===== config.mk =====
export PLATFORM = sky130hd
export DESIGN_NAME = multicycle_sequencer
export DESIGN_NICKNAME = d
export VERILOG_FILES = /design/src/rtl/multicycle_sequencer.sv
export SDC_FILE = /design/constraint.sdc
export NUM_CORES = 1
export LEC_CHECK = 0
export BUFFER_PORTS_ARGS = -buffer_cell sky130_fd_sc_hd__buf_2
export CAP_MARGIN = 20
export CORE_MARGIN = 2
export CORE_UTILIZATION = 45
export CTS_CLUSTER_SIZE = 8
export DETAILED_ROUTE_END_ITERATION = 8
export GPL_TIMING_DRIVEN = 0
export PLACE_DENSITY = 0.75
export RECOVER_POWER = 100
export SLEW_MARGIN = 10
export SYNTH_ARGS = -nofsm -noshare
export SYNTH_HDL_FRONTEND = slang
export SYNTH_SLANG_ARGS = --single-unit

===== constraint.sdc =====
create_clock -name clk -period 1.4 [get_ports clk]
set_input_delay 0.42 -clock clk [delete_from_list [all_inputs] [get_ports clk]]
set_output_delay 0.42 -clock clk [all_outputs]
set_load 0.02 [all_outputs]

===== src/rtl/multicycle_sequencer.sv =====
// Multi-cycle control FSM sharing one memory port between fetch and load/store.
// Optional memory-wait timeout enabled with `define MEM_TIMEOUT_EN.
//
// state  | meaning
// IDLE   | waiting for run
// FETCH  | instruction read, ir loads on mem_ack
// DECODE | register read and decoder settle, illegal opcode check
// EXEC   | ALU/branch compare, control-store address captured
// MEM    | load/store data access
// WB     | register write, pc update, retire
// TRAP   | illegal opcode or bus timeout, held until reset
module multicycle_sequencer #(
    parameter int CNT_WIDTH      = 32,
    parameter int UADDR_W        = 6,
    parameter int TIMEOUT_CYCLES = 255
) (
    input  logic                 clk,
    input  logic                 rst_n,
    input  logic                 run,
    input  logic                 halt,
    input  logic [4:0]           opcode,
    input  logic [UADDR_W-1:0]   ctrl_addr,
    input  logic                 mem_ack,
    output logic                 mem_req,
    output logic                 mem_sel,
    output logic                 mem_we,
    output logic                 ir_en,
    output logic                 pc_en,
    output logic                 rf_we,
    output logic [UADDR_W-1:0]   uaddr,
    output logic [2:0]           state_o,
    output logic                 illegal,
    output logic                 bus_err,
    output logic [CNT_WIDTH-1:0] instret
);

    typedef enum logic [2:0] {
        S_IDLE   = 3'd0,
        S_FETCH  = 3'd1,
        S_DECODE = 3'd2,
        S_EXEC   = 3'd3,
        S_MEM    = 3'd4,
        S_WB     = 3'd5,
        S_TRAP   = 3'd7
    } state_t;

    localparam logic [4:0] OP_LOAD   = 5'b00000;
    localparam logic [4:0] OP_STORE  = 5'b01000;
    localparam logic [4:0] OP_BRANCH = 5'b11000;

    state_t state, state_nxt;
    logic   legal;
    logic   is_mem_op;
    logic   timeout;

    always_comb begin
        legal = 1'b0;
        case (opcode)
            5'b01100, 5'b00100, 5'b00000, 5'b01000, 5'b11000,
            5'b01101, 5'b00101, 5'b11001, 5'b11011: legal = 1'b1;
            default: legal = 1'b0;
        endcase
    end

    assign is_mem_op = (opcode == OP_LOAD) || (opcode == OP_STORE);

`ifdef MEM_TIMEOUT_EN
    localparam int TW = $clog2(TIMEOUT_CYCLES + 1);
    logic [TW-1:0] wait_cnt;
    logic          in_wait;

    assign in_wait = (state == S_FETCH) || (state == S_MEM);

    // Down-counter reloaded outside the wait states; terminal count is the last allowed wait cycle.
    always_ff @(posedge clk or negedge rst_n) begin
        if (!rst_n)
            wait_cnt <= '0;
        else if (!in_wait)
            wait_cnt <= TW'(TIMEOUT_CYCLES);
        else if (!mem_ack && (wait_cnt != '0))
            wait_cnt <= wait_cnt - TW'(1);
    end

    assign timeout = in_wait && !mem_ack && (wait_cnt == TW'(1));
`else
    assign timeout = 1'b0;
`endif

    always_ff @(posedge clk or negedge rst_n) begin
        if (!rst_n)
            state <= S_IDLE;
        else
            state <= state_nxt;
    end

    always_comb begin
        state_nxt = state;
        mem_req   = 1'b0;
        mem_sel   = 1'b0;
        mem_we    = 1'b0;
        ir_en     = 1'b0;
        pc_en     = 1'b0;
        rf_we     = 1'b0;
        case (state)
            S_IDLE: begin
                if (run)
                    state_nxt = S_FETCH;
            end
            S_FETCH: begin
                mem_req = 1'b1;
                ir_en   = mem_ack;
                if (mem_ack)
                    state_nxt = S_DECODE;
                else if (timeout)
                    state_nxt = S_TRAP;
            end
            S_DECODE: state_nxt = legal ? S_EXEC : S_TRAP;
            S_EXEC:   state_nxt = is_mem_op ? S_MEM : S_WB;
            S_MEM: begin
                mem_req = 1'b1;
                mem_sel = 1'b1;
                mem_we  = (opcode == OP_STORE);
                if (mem_ack)
                    state_nxt = S_WB;
                else if (timeout)
                    state_nxt = S_TRAP;
            end
            S_WB: begin
                pc_en     = 1'b1;
                rf_we     = !((opcode == OP_STORE) || (opcode == OP_BRANCH));
                state_nxt = halt ? S_IDLE : S_FETCH;
            end
            S_TRAP:  state_nxt = S_TRAP;
            default: state_nxt = S_IDLE;
        endcase
    end

    // uaddr is taken at the end of EXEC so the branch compare flags feeding the decoder are final.
    always_ff @(posedge clk or negedge rst_n) begin
        if (!rst_n) begin
            uaddr   <= '0;
            instret <= '0;
            illegal <= 1'b0;
            bus_err <= 1'b0;
        end else begin
            if (state == S_EXEC)
                uaddr <= ctrl_addr;
            if (state == S_WB)
                instret <= instret + CNT_WIDTH'(1);
            if ((state == S_DECODE) && !legal)
                illegal <= 1'b1;
            if (timeout)
                bus_err <= 1'b1;
        end
    end

    assign state_o = state;

endmodule


After elaboration in Yosys (flattened, before gate mapping)

Memory sizes are Yosys's and may differ from the RTL's.
Index checks and enable logic that the tools add are counted.
W data, S select, Z words.

Register bits: 42
Memory bits (read-only): 32
Input port bits: 16
Output and inout bits: 49
Memories kept: 1

Memories:

| name             | depth | width | read ports | clocked after memory_dff | write ports | line | source |
|---|---|---|---|---|---|---|---|
| (name not given) | 32    | 1     | 1          | 0                        | 0           | 58   | `case (opcode)` |

Add/subtract/negate cells: 1
Eq/ne operators: 11
Mux-type cells: 13
Reductions and logical operators: 9

Operator list:

| operator                | number |
|---|---|
| $add A32 B1 Y32 const B | 1 |
| $pmux W3 S7             | 1 |
| $mux W3                 | 4 |
| $eq A3 B3 Y1 const B    | 3 |
| $mux W1                 | 8 |
| $eq A3 B2 Y1 const B    | 2 |
| $ne A2 B2 Y1 const B    | 3 |
| $eq A5 B4 Y1 const B    | 1 |
| $eq A5 B5 Y1 const B    | 1 |
| $logic_not A5 Y1        | 1 |
| $eq A3 B1 Y1 const B    | 1 |
| $logic_not A3 Y1        | 1 |
| $reduce_and A3 Y1       | 1 |
| $logic_not A1 Y1        | 2 |
| $logic_or A1 B1 Y1      | 2 |
| $reduce_or A2 Y1        | 1 |
| $logic_and A1 B1 Y1     | 1 |

Logic depth before layout (Yosys ltp)

Depth after elaboration: 4
Mapped depth: 8

Worst setup path after synthesis

Ideal clock, no wire load.

Kind: reg2out
From: reg state[2], in the netlist state_o[2]
To: out mem_we
Data arrival time: 1597 ps
Data required time: 980 ps
Slack: -617 ps
Cell stages (with the launch flop): 4
Path through: dfrtp_1 -> clkbuf_1 -> nand2b_1 -> nor4_1

Word-level cells in the longest chain between the ends: 2

Ends and longest elaborated chain:

| element                | line | source |
|---|---|---|
| start, declared        | 51   | `state_t state, state_nxt;` |
| start signal, assigned | 93   | `state <= state_nxt;` |
| $eq A3 B3 Y1           | 104  | `case (state)` |
| $mux W1                | 104  |  |
| end, declared          | 26   | `output logic mem_we,` |

No other way between the ends.

Worst setup path after layout

From: reg state[2], in the netlist state_o[2]
To: out ir_en

Word-level cells in the longest chain between the ends: 2

Ends and longest elaborated chain:

| element       | line | source |
|---|---|---|
| $eq A3 B1 Y1  | 104  |  |
| $mux W1       | 104  |  |
| end, declared | 27   | `output logic ir_en,` |

No other way between the ends.

==> impl_metrics.toml <==
[critical_path]
crit_type = "flop to output pin"
cp-end-kind = "output pin"
startpoint_type = "flop"
critPathMaxFanout = 10
critPathArrivalTime_ns = 1.38
required_ns = 0.98

[sta]
setup_violations = 36
fin_tns_setup_ns = -6.876
rsz0062_at_grt = "true"
max_slew_margin_pct = 29.76
fmax_mhz = 556.4
setup_ws_ns = -0.3971
drv_slew = 0
hold_viol_final = 0
worst_pin_slew_ns = 1.054
finalWorstPathRequiredPeriod_ns = 1.797
final_min_period_over_clock_period_pct = 128.4
clock_skew_ns = 0.005864

[synth]
synth.most_common_cell = "dfrtp_1"
yosysSeqAreaShare_pct = 53.61
synth-main-ff-cell = "dfrtp_1"
syn_area_sq_um = 1961
synth_cell_types = 33
synth.top_cell.area_share_pct = 53.61
async_flop_share_pct = 100.0
synth_top_area_cell = "dfrtp_1"
yosysWarnings = 0
syn_area_per_cell_sq_um = 10.77
synthCells = 182
syn-num-nets = 199
ys_seq_elements = 42
synth-edff-count = 0
yosys-top-cells-area = "dfrtp_1 (54%), xnor2_1 (8.9%), xor2_1 (5.4%)"
synth.cells.most_frequent = "dfrtp_1 (42), xnor2_1 (20), nand2_1 (18)"

[grt]
grt_pass1_wl_um = 7334
grt_antenna_before_repair = 0
grt_overflow = 0
grt_pass1_vias = 1512
grt_usage_pct = 18.80
grt_max_degree = 43

[power_and_ir_drop]
power_w = 0.004184
p_leak_nw = 1.609
p_per_area_nw_per_um2 = 1361
ir_worst_vdd_v = 0.0009480

[route]
vias = 1652
wl_per_cell_um = 14.59
drc = 0
routed_via_density = 4.946
first_pass_iters = 4
drt_iter0_drc = 48
drt-total-wl_um = 4874
ant_nets = 0

[die]
dieArea_sq_um = 4901
rows = 24
die_w_um = 70.01
die_height_um = 70.01
core-area_sq_um = 4264
initial_core_util_pct = 45.98
ioPinCount = 65

[placed_design]
place.gp.congestion = 0.7265
port_buffers = 63
hpwl_um = 2874

[clocking]
cts_num_sinks = 42
numCtsBuffers = 5
tritoncts = "built"
clkTransAtPathRegs_ns = 0.08
cts-htree-levels = 2
clock_latency_ns = 0.29
cts-root-buf = "clkbuf_8"
clk_path_buf_depth = 2

[cells_and_area]
syn2layout_area_growth_pct = 56.80
drive_gt1_share_pct = 57.80
insertedDiodeCount = 0
nNetsFinal = 298
nFillCells = 308

[outcome]
violations = "setup timing"
status = "complete, but fails checks"

[worst_hold_path]
hold_class = "input pin to asynchronous set/reset pin"

[flow_run]
cap_violations = 0
==> timing repair <==
item	4_1_cts	5_1_grt
setup endpoints to repair	33	49
hold buffers	0	0
buffers inserted	18	16
resized for setup	46	36
pin swaps	22	22
hold endpoints to repair	0	0
==> where the power goes <==
group | switching (W) | total (W) | internal [W] | leakage (nW)
clock network | 0.000400 | 0.000755 | 0.000355 | 0.0395
registers | 0.000145 | 0.00156 | 0.00142 | 0.540
logic | 0.000959 | 0.00187 | 0.000909 | 1.03
total | 0.00150 | 0.00418 | 0.00268 | 1.61
==> path summary, 6_finish.rpt <==
kind                            slack (ns)  depth (start not counted)         start     endpoint
worst max-delay path                 -0.40                          3    state_o[2]        ir_en
worst max register to register       -0.28                          6    state_o[1]  instret[23]
min in group clk                      0.36                          2  ctrl_addr[0]     uaddr[0]
worst min register to register        0.46                          1   instret[31]  instret[31]
max in group asynchronous             0.38                          1         rst_n   instret[6]
worst min-delay path                  0.31                          1         rst_n  instret[20]
==> cell type report <==
type	count	area, sq um	area share, %
multi-input combinational	127	1094	35.57
sequential	42	1066	34.68
timing repair buffer	93	680.7	22.14
clock buffer	8	80.08	2.605
tap	52	65.06	2.116
buffer	4	58.81	1.913
inverter	8	30.03	0.9768
==> through the flow <==
stage	std cells	cell area (sq um)	setup WS (ns)	util (%)	hold slack, ns
floorplan	182	2091	-0.2082	-	0.1244
detailed placement	297	2471	-0.3483	57.95	0.4566
global route	334	3074	-0.4546	72.10	0.3427
finish	334	3074	-0.3971	72.10	0.3070
global placement	297	2471	-0.3238	57.95	0.4505
CTS	322	2848	-0.4128	66.78	0.3029
==> layout by cell type (no fill, tap or decap), types with 5 or more instances in the layout <==
master / Yosys / routed
buf_2: 2 / 47
dfrtp_1: 42 / 30
buf_6: 0 / 26
buf_4: 1 / 19
xnor2_1: 20 / 16
xor2_1: 12 / 12
dfrtp_2: 0 / 12
nand2_1: 18 / 11
inv_1: 8 / 7
mux2_2: 6 / 6
nor2_1: 12 / 6
nand3_2: 0 / 6
clkbuf_8: 0 / 5
==> critical path: stages, from the launching register on <==
cell and delay (ns):
dfrtp_2 0.44, buf_8 0.16, nor4b_4 0.30, buf_4 0.19
==> logic make-up (layout without fill, tap and decap cells) <==
kind of cell,count (synthesis),in the layout,synth area share [%]
xor gates and xnor gates,32,32,14.29
other,1,1,0.1913
adders and majority gates,1,1,0.6381
muxes,7,7,3.956
DFF,42,42,53.61
and+or+nand+nor,76,76,21.31
buffers and inverters,13,113,2.808
AOI/OAI and AO/OA,10,10,3.190
==> state kept, by name, indices dropped and copies added (netlist names) <==
name,count
illegal,1
uaddr,6
instret,32
state_o,3
==> layer usage <==
| metal | vias to the layer above | GRT usage, % | part of all wire, % | routed length (um) |
|---|---|---|---|---|
| li1 | 807 | - | - | - |
| met1 | 794 | 24.72 | 41 | 2020 |
| met2 | 44 | 30.69 | 52 | 2533 |
| met3 | 7 | 3.463 | 4.3 | 212 |
| met4 | 0 | 7.692 | 2.2 | 107 |
| met5 | - | 0 | 0 | 0 |
Note: power is estimated with default switching activity, not from simulation.
